===== src/rtl/dir_packer32.sv =====
// Packs a stream of 4-bit direction codes, 8 per 32-bit word, and writes each word to the path table.
// Latency: word buffered on its completing nibble; request issued next cycle if memory idle; done 1 cycle after final ack.
// Backpressure: in_ready drops when a word-completing nibble would find the 1-entry word buffer still occupied.
module dir_packer32 #(
    parameter logic [31:0] BASE_ADDR = 32'h4000_2000,
    parameter int          CNT_W     = 16
) (
    input  logic             clk,
    input  logic             rst,
    input  logic             start,
    input  logic [CNT_W-1:0] cell_count,
    input  logic             in_valid,
    input  logic [3:0]       in_dir,
    output logic             in_ready,
    output logic             busy,
    output logic             done,
    output logic             txn_req,
    output logic             txn_wr,
    output logic [31:0]      txn_addr,
    output logic [31:0]      txn_wdata,
    input  logic             txn_rdy
);

    typedef enum logic [1:0] {
        W_IDLE,
        W_REQ,
        W_HOLD,
        W_WAIT
    } wstate_t;

    logic [CNT_W-1:0] cnt_q;
    logic [CNT_W-1:0] acc_q;
    logic [CNT_W-1:0] acc_inc;
    logic [CNT_W-1:0] widx_q;
    logic [CNT_W-1:0] buf_widx;
    logic [2:0]       nib_q;
    logic [31:0]      pack_q;
    logic [31:0]      pack_nxt;
    logic [31:0]      buf_data;
    logic             buf_vld;
    logic             buf_last;
    wstate_t          wst;

    logic all_acc;
    logic last_nib;
    logic word_end;
    logic buf_free;
    logic take;

    assign acc_inc  = acc_q + CNT_W'(1);
    assign all_acc  = (acc_q == cnt_q);
    assign last_nib = (acc_inc == cnt_q);
    // A word closes on its 8th nibble or on the last nibble of the frame.
    assign word_end = (nib_q == 3'd7) || last_nib;
    // The buffer is released on the edge where the pending write is acknowledged.
    assign buf_free = (wst == W_WAIT) && txn_rdy;
    assign in_ready = busy && !all_acc && !(word_end && buf_vld && !buf_free);
    assign take     = in_valid && in_ready;
    assign pack_nxt = pack_q | ({28'd0, in_dir} << {nib_q, 2'b00});

    // Frame control and nibble packing: latch the frame on start, pack accepted nibbles, end the frame.
    always_ff @(posedge clk) begin
        if (rst) begin
            busy   <= 1'b0;
            done   <= 1'b0;
            cnt_q  <= '0;
            acc_q  <= '0;
            widx_q <= '0;
            nib_q  <= 3'd0;
            pack_q <= 32'd0;
        end else begin
            done <= 1'b0;
            if (!busy) begin
                if (start) begin
                    busy   <= 1'b1;
                    cnt_q  <= cell_count;
                    acc_q  <= '0;
                    widx_q <= '0;
                    nib_q  <= 3'd0;
                    pack_q <= 32'd0;
                end
            end else begin
                // An empty frame has nothing to write, so it finishes one cycle after it starts.
                if ((cnt_q == '0) || (buf_free && buf_last)) begin
                    busy <= 1'b0;
                    done <= 1'b1;
                end
                if (take) begin
                    acc_q <= acc_inc;
                    if (word_end) begin
                        nib_q  <= 3'd0;
                        pack_q <= 32'd0;
                        widx_q <= widx_q + CNT_W'(1);
                    end else begin
                        nib_q  <= nib_q + 3'd1;
                        pack_q <= pack_nxt;
                    end
                end
            end
        end
    end

    // One-entry word buffer: loaded by a completing nibble, emptied by the write acknowledge.
    always_ff @(posedge clk) begin
        if (rst) begin
            buf_vld  <= 1'b0;
            buf_last <= 1'b0;
            buf_data <= 32'd0;
            buf_widx <= '0;
        end else if (take && word_end) begin
            buf_vld  <= 1'b1;
            buf_last <= last_nib;
            buf_data <= pack_nxt;
            buf_widx <= widx_q;
        end else if (buf_free) begin
            buf_vld  <= 1'b0;
        end
    end

    // Write sequencer: one request pulse per buffered word, then hold until memory acknowledges.
    always_ff @(posedge clk) begin
        if (rst) begin
            wst       <= W_IDLE;
            txn_req   <= 1'b0;
            txn_wr    <= 1'b0;
            txn_addr  <= 32'd0;
            txn_wdata <= 32'd0;
        end else begin
            txn_req <= 1'b0;
            txn_wr  <= 1'b0;
            case (wst)
                W_IDLE: begin
                    if (buf_vld && txn_rdy) begin
                        wst       <= W_REQ;
                        txn_req   <= 1'b1;
                        txn_wr    <= 1'b1;
                        txn_addr  <= BASE_ADDR + (32'(buf_widx) << 2);
                        txn_wdata <= buf_data;
                    end
                end
                // Memory drops txn_rdy during the cycle after the request, so it is not looked at here.
                W_REQ:  wst <= W_HOLD;
                W_HOLD: wst <= W_WAIT;
                W_WAIT: begin
                    if (txn_rdy) wst <= W_IDLE;
                end
                default: wst <= W_IDLE;
            endcase
        end
    end

endmodule


===== config.mk =====
export PLATFORM = sky130hd
export DESIGN_NAME = dir_packer32
export DESIGN_NICKNAME = d
export VERILOG_FILES = /design/src/rtl/dir_packer32.sv
export SDC_FILE = /design/constraint.sdc
export NUM_CORES = 1
export LEC_CHECK = 0
export CORE_MARGIN = 4
export CORE_UTILIZATION = 56
export CTS_CLUSTER_DIAMETER = 100
export DETAILED_ROUTE_END_ITERATION = 16
export PLACE_DENSITY = 0.78
export SLEW_MARGIN = 25
export SYNTH_ARGS = -nofsm -noshare
export SYNTH_HDL_FRONTEND = slang
export SYNTH_SLANG_ARGS = --single-unit

===== constraint.sdc =====
create_clock -name clk -period 3.7 [get_ports clk]
set_input_delay 0.74 -clock clk [delete_from_list [all_inputs] [get_ports clk]]
set_output_delay 0.74 -clock clk [all_outputs]
set_load 0.05 [all_outputs]

==> summary.md <==
| Metric | Value |
|---|---|
| Slew Limit Fails | `0` |
| Commonest cells in the netlist | `dfxtp_1 (188), nand2_1 (155), a21oi_1 (121)` |
| CTS H-tree lvls | `4` |
| Endpoint, Worst Hold | `pack_q[5]` |
| DRC viols | `0` |
| Tot Pwr | `4.41 mW` |
| Root buffer selected by CTS | `clkbuf_16` |
| Sw frac | `25.4%` |
| Setup crit end kind | `primary output` |
| Worst-Margin Slew | `0.855 ns` |
| Number of nets in the layout | `1078` |
| CTS buffer count | `17` |
| Final Hold Fails | `0` |
| Final ANT Viol Nets | `0` |
| Crit-path max cell delay | `0.40 ns` |
| Placement Setup Slack | `0.254 ns` |
| Fin crit period | `3.57 ns` |
| Clk buf depth | `2` |
| Worst-path maximum fanout | `6` |
| Setup slack, reg-to-reg | `0.75 ns` |
| Core area | `0.0146 mm2` |
| Worst hold slack | `0.446 ns` |
| Clock Sinks | `188` |
| Fill cell total of the finished layout | `1246` |
| Reg2Reg Launch Point | `acc_q[0]` |
| Sequential Power Share | `47.4%` |
| Area share of the largest cell type after synthesis | `44.8%` |
| Placed wire-length estimate | `12600 um` |
| Type of origin of the critical path | `flip-flop` |
| Die width | `130 um` |
| Vias post-DR | `7089` |
| Mapped Area | `0.00840 mm2` |
| Layout cells sized above 1 | `7.77%` |
| Congestion Overflow GR | `0` |
| Clock transition at path regs | `0.07 ns` |
| Pin count of the biggest net entering global routing | `70` |
| CP delay by family, top | `compound AO/OA/AOI/OAI gates` |
| First-pass DRT Iterations | `5` |
| Routed wire length | `19200 um` |
| GRT Util Overall | `23.1%` |
| Area Growth Syn to Fin | `17.1%` |
| Largest cells by area after synthesis | `dfxtp_1 (45%), a21oi_1 (7.2%), nand2_1 (6.9%), nor2_1 (3.4%), nand3_1 (2.4%)` |
| Most common cell in the netlist | `dfxtp_1` |
| Vias in the first global route | `6570` |
| Hold path depth | `2` |
| Initial DRC Count | `444` |
| Gate power share | `9.7%` |
| GP Congestion | `0.871` |
| Net Switching | `1.12 mW` |
| Prevailing post-synth register cell | `dfxtp_1` |
| Design area | `0.00984 mm2` |
| Antenna violations before repair | `0` |
| Post-synthesis instance total | `1016` |
| Cell area after placement | `0.00915 mm2` |
| Clock Latency Late Sink | `0.43 ns` |
| CTS Hold Bufs | `0` |
| Period Utilization, post-route | `96.6%` |
| Max-Cap Viols | `0` |
| Async S/R FF share, synth | `0%` |
| Leak | `3.45 nW` |
| Number of library cell types mapped by synthesis | `64` |
| IO Count | `94` |
| CTS tree | `yes` |
| Sequential area share after synthesis | `44.8%` |
| Clock share of power | `42.9%` |
| Average cell area after synthesis | `8.26 um2` |
| Rows | `44` |
| Final WS setup | `0.126 ns` |
| WP data required | `2.96 ns` |
| Synth Warn # | `0` |
| EDFF count, synth | `0` |
| Reg2reg end | `buf_widx[7]` |
| Synthesized flop and latch total | `188` |
| Die height | `130 um` |
| Drt wl/cell | `15.5 um` |
| Post-synth top area cell | `dfxtp_1` |
| Crit-path cells | `ha_4 > nand4_1 > or3_1 > o221a_2 > a211oi_4 > o2111ai_4 > and2_4 > o211a_1 > buf_4` |
| Final setup vio count | `0` |
| CP max stage cell | `dfxtp_2` |
| Initial Util | `57.6%` |
| Unrepaired setup endpoints after global routing | `false` |
| Port buffer count | `79` |
| PD cells | `448 mW/mm2` |
| Min-delay src | `pack_q[5]` |
| Crit path buf inv count | `1` |
| R2R cell count | `11` |
| Worst hold path class | `reg -> reg` |
| First-pass GRT wire length | `32100 um` |
| Achievable Freq | `280 MHz` |
| Setup tns final | `0 ns` |
| Clock skew | `0.00809 ns` |
| Setup Crit Path Kind | `reg -> out` |
| Max_slew headroom | `43.0%` |
| Largest vdd supply drop | `0.000336 V` |
| Pint | `3.29 mW` |
| Outcome | `finished clean` |
| Die area | `0.0170 mm2` |
| Crit path arrival time | `2.83 ns` |
| Vias per inst | `5.72` |
| Antenna cells | `0` |
[power groups by stage]
stage | clock [mW] | combinational (mW) | sequential [mW]
2_1_floorplan | 0 | 0.316 | 2.13
3_3_place_gp | 0 | 0.407 | 2.13
3_5_place_dp | 0 | 0.411 | 2.14
4_1_cts | 1.92 | 0.418 | 2.09
5_1_grt | 2.00 | 0.469 | 2.10
6_report | 1.89 | 0.428 | 2.09
[routing by layer]
layer / vias to the layer above / wire, um / track usage, %
met5: - / 0 / 0
met4: 0 / 353 / 8.29
met3: 29 / 958 / 4.35
met2: 199 / 8830 / 35.7
met1: 3293 / 9060 / 32.6
li1: 3568 / - / -
[state kept, by name (all words and copies together), names as in the netlist, 3 cells and up]
signal,count
cnt_q,16
pack_q,32
txn_addr,18
buf_widx,16
widx_q,16
acc_q,16
buf_data,32
txn_wdata,32
nib_q,3
[worst reg2reg max path, stage by stage (launching register included)]
cell and delay (ns):
dfxtp_2 0.40, ha_4 0.18, nand3_1 0.18, or3_1 0.36, and4b_1 0.21, a311o_1 0.31, o2111ai_4 0.10, buf_4 0.18
a21o_1 0.24, buf_4 0.36, mux2i_1 0.23, nor2_1 0.05
[cell families after synthesis]
logic type / share of synthesized area, %
AO/OA/AOI/OAI: 19.4
XOR/XNOR: 3.31
adder cells (fa/ha/maj): 1.34
buffers and inverters: 7.79
flip-flops: 44.8
multiplexers: 2.52
other: 0.0447
AND/OR/NAND/NOR: 20.8
[worst max path at each step]
stage               startpoint  endpoint  slack, ns  cells after the start
finish                acc_q[0]  in_ready       0.13                      9
global route          acc_q[0]  in_ready      0.009                      9
CTS                   acc_q[0]  in_ready       0.01                      9
global placement      acc_q[0]  in_ready       0.32                      9
detailed placement    acc_q[0]  in_ready       0.25                      9
floorplan             acc_q[0]  in_ready       0.58                      8
[area by class of cell]
class                   count  area (um2)  area share [%]
multi-input cells         695        4110            41.8
flip-flops and latches    188        3770            38.3
repair buffers             99         948            9.64
clock buffers              19         453            4.61
well taps                 184         230            2.34
inverters                  43         161            1.64
clock inverters            12         160            1.63
[repair_timing]
action                                  in CTS  in global routing
resized for setup                           12                  3
setup buffers                                0                  1
endpoints found under the hold margin        0                  0
pin swaps                                    2                  1
endpoints found under the setup margin       1                  1
[metrics by stage]
step	util (%)	std cells
after floorplan	-	1029
after global placement	62.7	1208
after detailed placement	62.7	1208
after CTS	67.2	1239
after global routing	67.4	1240
final	67.4	1240
[cell usage in the layout (no fill, tap or decap), types with 20 or more instances in the layout]
cell type        count
clkdlybuf4s50_1     77
a21oi_1            121
a211oi_1            25
inv_1               43
nor2_1              75
nand2_1            155
nand3_1             41
buf_4               21
xnor2_1             20
dfxtp_1            182
mux2i_1             20
Note: power is estimated with default switching activity, not from simulation.
